$ cat src/rtl/imm_gen_pkg.sv
// imm_gen_pkg: shared constants for the immediate generator.
// Holds the RV32I/RV64I major opcodes, the 3-bit format codes reported on
// out_fmt, the skid-buffer state encoding and a small decode helper.
package imm_gen_pkg;

    // Major opcodes (instr[6:0]) that carry or imply an immediate format
    localparam logic [6:0] OPC_OPIMM  = 7'b0010011;
    localparam logic [6:0] OPC_LOAD   = 7'b0000011;
    localparam logic [6:0] OPC_JALR   = 7'b1100111;
    localparam logic [6:0] OPC_FENCE  = 7'b0001111;
    localparam logic [6:0] OPC_STORE  = 7'b0100011;
    localparam logic [6:0] OPC_BRANCH = 7'b1100011;
    localparam logic [6:0] OPC_LUI    = 7'b0110111;
    localparam logic [6:0] OPC_AUIPC  = 7'b0010111;
    localparam logic [6:0] OPC_JAL    = 7'b1101111;
    localparam logic [6:0] OPC_OP     = 7'b0110011;
    localparam logic [6:0] OPC_SYSTEM = 7'b1110011;

    // Format codes; 3'd7 is reserved and never produced
    localparam logic [2:0] FMT_NONE = 3'd0;
    localparam logic [2:0] FMT_I    = 3'd1;
    localparam logic [2:0] FMT_S    = 3'd2;
    localparam logic [2:0] FMT_B    = 3'd3;
    localparam logic [2:0] FMT_U    = 3'd4;
    localparam logic [2:0] FMT_J    = 3'd5;
    localparam logic [2:0] FMT_Z    = 3'd6;

    // Occupancy of the two-slot output buffer
    typedef enum logic [1:0] {
        BUF_EMPTY = 2'd0,   // no entry held
        BUF_ONE   = 2'd1,   // MAIN valid
        BUF_TWO   = 2'd2    // MAIN and SKID valid
    } buf_state_t;

    // 32-bit base-ISA encodings always have the two low bits set;
    // anything else is a compressed or invalid encoding.
    function automatic logic is_base_quadrant(input logic [31:0] instr);
        return instr[1:0] == 2'b11;
    endfunction

endpackage

$ cat src/rtl/imm_decode.sv
// imm_decode: purely combinational immediate extraction.
// Maps a raw 32-bit instruction to {imm, fmt, illegal}. Immediates are first
// assembled as 32-bit sign-extended values and then widened to XLEN, so the
// XLEN=64 build replicates bit 31 into the upper word.
// Build option: define IMM_GEN_ZICSR_EN to decode SYSTEM CSR instructions
// (fmt I for CSR address, fmt Z for the 5-bit uimm). Without it SYSTEM is a
// legal NONE-format opcode.
module imm_decode
    import imm_gen_pkg::*;
#(
    parameter int XLEN = 32
) (
    input  logic [31:0]     instr,
    output logic [XLEN-1:0] imm,
    output logic [2:0]      fmt,
    output logic            illegal
);

    logic [31:0] imm_i;
    logic [31:0] imm_s;
    logic [31:0] imm_b;
    logic [31:0] imm_u;
    logic [31:0] imm_j;

    // Field scrambles of each base format, sign-extended to 32 bits
    assign imm_i = {{20{instr[31]}}, instr[31:20]};
    assign imm_s = {{20{instr[31]}}, instr[31:25], instr[11:7]};
    assign imm_b = {{20{instr[31]}}, instr[7], instr[30:25], instr[11:8], 1'b0};
    assign imm_u = {instr[31:12], 12'b0};
    assign imm_j = {{12{instr[31]}}, instr[19:12], instr[20], instr[30:21], 1'b0};

    // Widen a 32-bit two's-complement value to XLEN bits
    function automatic logic [XLEN-1:0] sext32(input logic [31:0] v);
        return XLEN'($signed(v));
    endfunction

    // Opcode decode: select the format and its immediate, flag unknown opcodes
    always_comb begin
        imm     = '0;
        fmt     = FMT_NONE;
        illegal = 1'b0;
        if (!is_base_quadrant(instr)) begin
            illegal = 1'b1;
        end else begin
            case (instr[6:0])
                OPC_OPIMM, OPC_LOAD, OPC_JALR, OPC_FENCE: begin
                    fmt = FMT_I;
                    imm = sext32(imm_i);
                end
                OPC_STORE: begin
                    fmt = FMT_S;
                    imm = sext32(imm_s);
                end
                OPC_BRANCH: begin
                    fmt = FMT_B;
                    imm = sext32(imm_b);
                end
                OPC_LUI, OPC_AUIPC: begin
                    fmt = FMT_U;
                    imm = sext32(imm_u);
                end
                OPC_JAL: begin
                    fmt = FMT_J;
                    imm = sext32(imm_j);
                end
                OPC_OP: begin
                    fmt = FMT_NONE;
                end
                OPC_SYSTEM: begin
`ifdef IMM_GEN_ZICSR_EN
                    // funct3 selects register-source CSR ops (CSR address as
                    // an unsigned I immediate) or immediate-source ops (uimm)
                    case (instr[14:12])
                        3'b101, 3'b110, 3'b111: begin
                            fmt = FMT_Z;
                            imm = XLEN'(instr[19:15]);
                        end
                        3'b001, 3'b010, 3'b011: begin
                            fmt = FMT_I;
                            imm = XLEN'(instr[31:20]);
                        end
                        3'b100: begin
                            illegal = 1'b1;
                        end
                        default: begin
                            fmt = FMT_NONE;
                        end
                    endcase
`else
                    fmt = FMT_NONE;
`endif
                end
                default: begin
                    illegal = 1'b1;
                end
            endcase
        end
    end

endmodule

$ cat src/rtl/imm_gen_pipe.sv
// imm_gen_pipe: immediate generator with a registered two-slot skid buffer.
// The decoder sits on the input side; its result plus the PC tag is captured
// into MAIN (drives the outputs) or SKID. in_ready and out_valid are flops,
// so there is no combinational path from out_ready to in_ready nor from any
// input to any output.
// Build option: IMM_GEN_ZICSR_EN enables CSR immediate decode (see imm_decode).
//
// Handshake: an input is taken on a rising edge where in_valid & in_ready;
// an output is consumed on a rising edge where out_valid & out_ready. While
// out_valid is high and out_ready is low every output holds its value. The
// producer may change or drop in_valid at will; nothing is taken unless both
// signals are high at the edge.
module imm_gen_pipe
    import imm_gen_pkg::*;
#(
    parameter int XLEN = 32
) (
    input  logic            clk,
    input  logic            rst,
    input  logic            flush,
    input  logic            in_valid,
    output logic            in_ready,
    input  logic [31:0]     in_instr,
    input  logic [XLEN-1:0] in_pc,
    output logic            out_valid,
    input  logic            out_ready,
    output logic [XLEN-1:0] out_imm,
    output logic [2:0]      out_fmt,
    output logic            out_illegal,
    output logic [XLEN-1:0] out_pc,
    output buf_state_t      dbg_state
);

    typedef struct packed {
        logic [XLEN-1:0] imm;
        logic [2:0]      fmt;
        logic            illegal;
        logic [XLEN-1:0] pc;
    } entry_t;

    logic [XLEN-1:0] dec_imm;
    logic [2:0]      dec_fmt;
    logic            dec_illegal;
    entry_t          dec_entry;

    entry_t     main_q;
    entry_t     skid_q;
    buf_state_t state_q;
    logic       in_ready_q;
    logic       out_valid_q;

    logic acc;
    logic deq;

    imm_decode #(
        .XLEN (XLEN)
    ) u_decode (
        .instr   (in_instr),
        .imm     (dec_imm),
        .fmt     (dec_fmt),
        .illegal (dec_illegal)
    );

    // Decoded entry as it would be written into a buffer slot
    always_comb begin
        dec_entry         = '0;
        dec_entry.imm     = dec_imm;
        dec_entry.fmt     = dec_fmt;
        dec_entry.illegal = dec_illegal;
        dec_entry.pc      = in_pc;
    end

    assign acc = in_valid & in_ready_q;
    assign deq = out_valid_q & out_ready;

    // Buffer FSM: occupancy, slot contents and the registered handshake flags
    always_ff @(posedge clk) begin
        if (rst) begin
            state_q     <= BUF_EMPTY;
            main_q      <= '0;
            skid_q      <= '0;
            in_ready_q  <= 1'b1;
            out_valid_q <= 1'b0;
        end else if (flush) begin
            // Slot contents are left as-is; they are invisible once empty
            state_q     <= BUF_EMPTY;
            in_ready_q  <= 1'b1;
            out_valid_q <= 1'b0;
        end else begin
            case (state_q)
                BUF_EMPTY: begin
                    if (acc) begin
                        main_q      <= dec_entry;
                        state_q     <= BUF_ONE;
                        out_valid_q <= 1'b1;
                        in_ready_q  <= 1'b1;
                    end
                end
                BUF_ONE: begin
                    if (acc && !deq) begin
                        // Consumer stalled: park the new entry behind MAIN
                        skid_q      <= dec_entry;
                        state_q     <= BUF_TWO;
                        in_ready_q  <= 1'b0;
                        out_valid_q <= 1'b1;
                    end else if (!acc && deq) begin
                        state_q     <= BUF_EMPTY;
                        out_valid_q <= 1'b0;
                        in_ready_q  <= 1'b1;
                    end else if (acc && deq) begin
                        // Streaming: replace MAIN in place
                        main_q <= dec_entry;
                    end
                end
                BUF_TWO: begin
                    // in_ready is low here, so only a dequeue can happen
                    if (deq) begin
                        main_q      <= skid_q;
                        state_q     <= BUF_ONE;
                        in_ready_q  <= 1'b1;
                        out_valid_q <= 1'b1;
                    end
                end
                default: begin
                    state_q     <= BUF_EMPTY;
                    in_ready_q  <= 1'b1;
                    out_valid_q <= 1'b0;
                end
            endcase
        end
    end

    // Outputs come straight from flops
    assign in_ready    = in_ready_q;
    assign out_valid   = out_valid_q;
    assign out_imm     = main_q.imm;
    assign out_fmt     = main_q.fmt;
    assign out_illegal = main_q.illegal;
    assign out_pc      = main_q.pc;
    assign dbg_state   = state_q;

endmodule

$ cat config.mk
export PLATFORM = sky130hd
export DESIGN_NAME = imm_gen_pipe
export DESIGN_NICKNAME = d
export VERILOG_FILES = /design/src/rtl/imm_gen_pkg.sv /design/src/rtl/imm_decode.sv /design/src/rtl/imm_gen_pipe.sv
export SDC_FILE = /design/constraint.sdc
export NUM_CORES = 1
export LEC_CHECK = 0
export ABC_AREA = 1
export CAP_MARGIN = 20
export CORE_MARGIN = 3
export CORE_UTILIZATION = 52
export CTS_CLUSTER_DIAMETER = 30
export DETAILED_ROUTE_END_ITERATION = 8
export GPL_TIMING_DRIVEN = 0
export HOLD_SLACK_MARGIN = 0.08
export PLACE_DENSITY = 0.92
export SETUP_SLACK_MARGIN = 0.02
export SLEW_MARGIN = 5
export SYNTH_ARGS = -nofsm -noshare
export SYNTH_HDL_FRONTEND = slang
export SYNTH_SLANG_ARGS = --single-unit
$ cat constraint.sdc
create_clock -name clk -period 3.51 [get_ports clk]
set_input_delay 0.702 -clock clk [delete_from_list [all_inputs] [get_ports clk]]
set_output_delay 0.702 -clock clk [all_outputs]
set_load 0.03 [all_outputs]
[Yosys cells after proc, flatten, opt, wreduce, memory -nomap -nowiden]
Index checks and enable logic that the tools add are counted.
Word-level totals
  bits in registers: 140
  output and inout port bits: 72
Cells by class
  mux-type cells: 25
  reductions and logical operators: 14
  equal/unequal tests: 20
  bitwise operators: 3
Operators with widths (count)
  68-bit two-way mux: 5
  68-bit one-hot mux with 3 select lines: 1
  32-bit one-hot mux with 5 select lines: 1
  32-bit two-way mux: 1
  7-bit == test, second input constant: 4
  7-bit by 6-bit == test with 1-bit output, second input constant: 3
  3-bit one-hot mux with 5 select lines: 1
  7-bit by 5-bit == test with 1-bit output, second input constant: 2
  11-bit OR reduction: 1
  2-bit inequality test, second input constant: 5
  1-bit two-way mux: 8
  2-bit two-way mux: 4
  7-bit by 2-bit == test with 1-bit output, second input constant: 1
  7-bit by 4-bit == test with 1-bit output, second input constant: 1
  7-bit AND reduction: 1
  1-bit one-hot mux with 3 select lines: 2
  2-bit one-hot mux with 3 select lines: 1
  3-bit AND reduction: 2
  2-bit == test, second input constant: 2
  2-bit OR reduction: 2
  4-bit OR reduction: 1
  1-bit logical AND: 3
  3-bit two-way mux: 1
  3-bit inequality test, second input constant: 1
  other kinds (6): 8

[Logic depth before layout (Yosys ltp)]
  word-level depth: 8
  mapped depth: 12
  depth with buffers taken out: 11

[Cells and area by module]
Synthesis repeated with hierarchy kept, for this count alone.
Second synthesis, totals
  cell total of the unflattened synthesis: 1186
  area, all modules: 7180.6 sq um
By module, submodules not included
  imm_gen_pipe: area each 6311.1 sq um, times used 1, seq. area each 2802.7 sq um, cells each 999
  imm_decode: area each 869.6 sq um, times used 1, seq. area each 0.0 sq um, cells each 187

[Worst setup path before layout]
No wires, ideal clock.
  path type: input -> register
  start: in in_valid
  end: reg main_q, in the netlist out_fmt[1]
  setup time: 0.116 ns
  data required time: 3.394 ns
  data arrival time: 1.873 ns
  path buffers: 2
  stages: 11
  slack: 1.521 ns
  cells stage by stage: nand2_1 inv_1 ha_1 nand2_2 nand3_2 nor2_4 inv_2 buf_4 buf_2 nor2_1 nor2_1
On the way
  cells in the longest elaborated chain, start to end: 5
  elaborated cells between the ends (all ways): 10
  those cells by class: 4 x eq/ne; 1 x bitwise; 5 x reduce/logical
Ends and longest elaborated chain
  start: declaration: RTL line imm_gen_pipe.sv:21  | input logic in_valid,
  1-bit bitwise AND (*): RTL line imm_gen_pipe.sv:73  | assign acc = in_valid & in_ready_q;
  1-bit zero test: RTL line imm_gen_pipe.sv:106  | end else if (!acc && deq) begin
  1-bit logical AND: RTL line imm_gen_pipe.sv:106
  2-bit inequality test (no line)
  7-bit AND reduction (no line) (*)
  end signal: assignment: RTL line imm_gen_pipe.sv:93  | main_q <= dec_entry;
  end signal: assignment: RTL line imm_gen_pipe.sv:112  | main_q <= dec_entry;
  end signal: assignment: RTL line imm_gen_pipe.sv:118  | main_q <= skid_q;
  end: declaration: RTL line imm_gen_pipe.sv:46  | entry_t main_q;
Every way passes the cells marked *; elsewhere a longest branch is shown, timed or not.
A chain may end at the register's enable or synchronous reset.

[Final worst setup path]
  start: in out_ready
  end: reg main_q, in the netlist out_imm[8]
On the way
  cells in the longest elaborated chain, start to end: 5
  elaborated cells between the ends (all ways): 10
  those cells by class: 4 x eq/ne; 1 x bitwise; 5 x reduce/logical
Ends and longest elaborated chain
  start: declaration: RTL line imm_gen_pipe.sv:26  | input logic out_ready,
  1-bit bitwise AND (*): RTL line imm_gen_pipe.sv:74  | assign deq = out_valid_q & out_ready;
  1-bit zero test: RTL line imm_gen_pipe.sv:100  | if (acc && !deq) begin
  1-bit logical AND: RTL line imm_gen_pipe.sv:100
  2-bit inequality test (no line)
  7-bit AND reduction (no line) (*)
Marks and branches as above.

==> results.py <==
metrics = {
    "power_and_ir_drop": {
        "p_sw_mw": 1.26,
        "power_frac_clock_pct": 41.0,
        "peakVddDrop_v": 0.000355,
        "leakage_nw": 3.92,
        "seq_power_share_pct": 39.6,
        "switching_share_pct": 28.4,
        "internal_power_mw": 3.18,
        "p_per_area_nw_per_um2": 509,
        "combPwrFrac_pct": 19.3,
    },
    "die": {
        "die_x_um": 118,
        "start_util_pct": 53.7,
        "pin_count": 141,
        "die-height_um": 118,
        "core_area_um2": 12200,
        "rows": 40,
        "dieArea_um2": 13900,
    },
    "detailed_routing": {
        "drc": 0,
        "firstDrtPassIters": 7,
        "drtIter0Drc": 814,
        "num_vias": 7069,
        "totalWireLength_um": 19200,
        "post_drt_wl_per_cell_um": 14.7,
        "postRouteAntennaNets": 0,
        "viasPerCell": 5.42,
    },
    "global_route": {
        "grt_pass1_wl_um": 31500,
        "grt_overflow": 0,
        "grt_max_degree": 17,
        "antenna_found_initial": 0,
        "track_usage_pct": 27.6,
        "grt_pass1_vias": 6651,
    },
    "setup_path": {
        "reg2regPathDepth": 10,
        "worstPathRequired_ps": 3850,
        "crit_path_end_kind": "flop",
        "path_cells": "clkdlybuf4s50_1 > nand2_1 > inv_1 > ha_1 > inv_1 > o21ai_1 > nand2_1 > nor2_4 > clkbuf_1 > o21ai_0 > a21oi_1",
        "timing.rr.start": "in_ready$_SDFFE_PP1P_",
        "rrSetupSlack_ps": 1460,
        "critPathKind": "in2reg",
        "path_delay_family": "buffers and inverters",
        "start_kind": "input port",
        "slowest_stage": "clkdlybuf4s50_1",
        "cp.buffers_inverters": 4,
        "reg2reg_to": "out_imm[8]$_SDFFE_PP0P_",
        "max_stage_delay_ps": 460,
        "crit_fanout": 10,
        "worst_ep_arrival_time_ps": 2760,
    },
    "sta": {
        "fin_skew_ps": 4.54,
        "finalCritPeriodShare_pct": 68.9,
        "maxSlewHeadroom_pct": 61.7,
        "timing.fmax_mhz": 413,
        "setup_violations": 0,
        "worst_pin_slew_ps": 574,
        "finalCriticalPeriod_ps": 2420,
        "worst_slack_ps": 1090,
        "report.final.slew_viol_count": 0,
        "finalHoldViolCount": 0,
        "tns_ps": 0,
        "rsz0062_at_grt": "no",
    },
    "synthesis": {
        "synth-xor-area-share_pct": 0,
        "netlist_instances": 967,
        "synth_top_family_by_area": "compound AO/OA/AOI/OAI gates",
        "seq_area_frac_synth_pct": 42.9,
        "synthSimpleGateAreaFrac_pct": 20.7,
        "synth_area_um2": 6530,
        "ys_types": 23,
        "synth_seq_cells": 140,
        "synthMuxAreaShare_pct": 0,
        "synthAdderAreaFrac_pct": 0.575,
        "syn_area_per_cell_um2": 6.75,
        "ys_warn_count": 0,
        "synth_compound_area_share_pct": 23.5,
        "synth.net_count": 1039,
    },
    "finish": {
        "finish.net_count": 1197,
        "mostFrequentLayoutCells": "o21ai_0 (160), nand2_1 (152), dfxtp_1 (140)",
        "diodes": 0,
        "final_common_cell": "o21ai_0",
        "final_area_um2": 8730,
        "drive_above_1_share_pct": 6.43,
        "syn2layout_area_growth_pct": 33.7,
    },
    "worst_hold_path": {
        "hold_depth": 2,
        "hold_start": "skid_q[3]$_SDFFE_PP0P_",
        "hp-class": "reg2reg",
        "hold_end": "skid_q[3]$_SDFFE_PP0P_",
    },
    "flow_run": {
        "drv_cap": 0,
    },
    "cts": {
        "post_cts_buffers": 0,
        "clockRootBuffer": "clkbuf_16",
        "path_clk_slew_ps": 60,
        "post_cts_resized": 0,
        "cts_max_level": 4,
        "cts_buffers": 17,
        "clock_path_buffers": 2,
        "postCtsHoldBufs": 0,
        "clock_latency_ps": 420,
        "cts_tree": "built",
        "cts_sinks": 140,
    },
    "placement": {
        "placed_area_um2": 8130,
        "dp_slack_ps": 735,
        "gp_congestion": 0.937,
        "port_buffers": 139,
        "dpl.hpwl_um": 13400,
    },
    "run_status": {
        "status": "finished clean",
    },
}
tightest hold or removal path, cell delays in order, from the launching register on:
cell and delay (ps):
dfxtp_1 290, inv_1 60, a21oi_1 50
synth_stat cells, drive strengths merged:
| cell | instances | share of area, % |
|---|---|---|
| o21bai | 1 | 0.12 |
| clkbuf | 35 | 2.0 |
| a211oi | 2 | 0.23 |
| a21o | 1 | 0.12 |
| nand3 | 40 | 3.2 |
| ha | 3 | 0.58 |
| nor2 | 131 | 8.3 |
| dfxtp | 140 | 43 |
| buf | 29 | 2.9 |
| o21ai | 166 | 13 |
| nand2 | 156 | 9.2 |
| a21oi | 134 | 10 |
| inv | 129 | 7.4 |
per-layer routing:
layer	track usage, %	up-vias	share of wire, %
met3	7.35	75	9.6
met1	34.2	3188	41
met4	12.0	0	3.5
met2	45.3	400	46
li1	-	3406	-
met5	0	-	0
registers in the layout (all words and copies together), names as in the netlist:
signal,cells
skid_q,68
out_imm,32
out_pc,32
out_fmt,3
dbg_state,2
in_ready,1
out_illegal,1
out_valid,1
stage by stage:
| step | cells | total power [mW] | util [%] | hold WS [ps] |
|---|---|---|---|---|
| global placement | 1274 | 2.62 | 66.8 | 433 |
| global route | 1304 | 4.59 | 71.8 | 473 |
| detailed placement | 1274 | 2.64 | 66.8 | 439 |
| CTS | 1304 | 4.43 | 71.8 | 447 |
| finish | 1304 | 4.44 | 71.8 | 451 |
| floorplan | 967 | 2.26 | - | 425 |
worst max path at each step:
stage,end,startpoint,slack (ps),cells past startpoint
finish,out_imm[8]$_SDFFE_PP0P_,out_ready,1090,11
CTS,out_pc[9]$_SDFFE_PP0P_,out_ready,1150,13
floorplan,out_fmt[1]$_SDFFE_PP0P_,in_valid,1520,11
global placement,out_fmt[2]$_SDFFE_PP0P_,in_valid,810,12
global route,out_imm[12]$_SDFFE_PP0P_,out_ready,940,11
detailed placement,out_fmt[2]$_SDFFE_PP0P_,out_ready,730,12
layout make-up:
| class | count | area, µm² |
|---|---|---|
| Clock buffer | 20 | 457 |
| Buffer | 64 | 319 |
| Tap cell | 168 | 210 |
| Sequential cell | 140 | 2800 |
| Fill cell | 934 | 3430 |
| Inverter | 129 | 484 |
| Clock inverter | 10 | 143 |
| Multi-Input combinational cell | 634 | 2920 |
| Timing Repair Buffer | 139 | 1390 |
cell families (layout without fill, tap and decap cells):
group	Yosys count	in the layout
fa+ha+maj	3	3
flops	140	140
simple gates	327	327
compound gates	304	304
buf+inv	193	362
power by group through the flow:
stage               Sequential (mW)  Combinational, mW  Clock (mW)
floorplan                      1.96              0.303           0
global placement               1.79              0.830           0
detailed placement             1.79              0.845           0
CTS                            1.76              0.854        1.82
global route                   1.77              0.928        1.89
finish                         1.76              0.858        1.82
No activity file was read; power rests on OpenSTA's default activity.
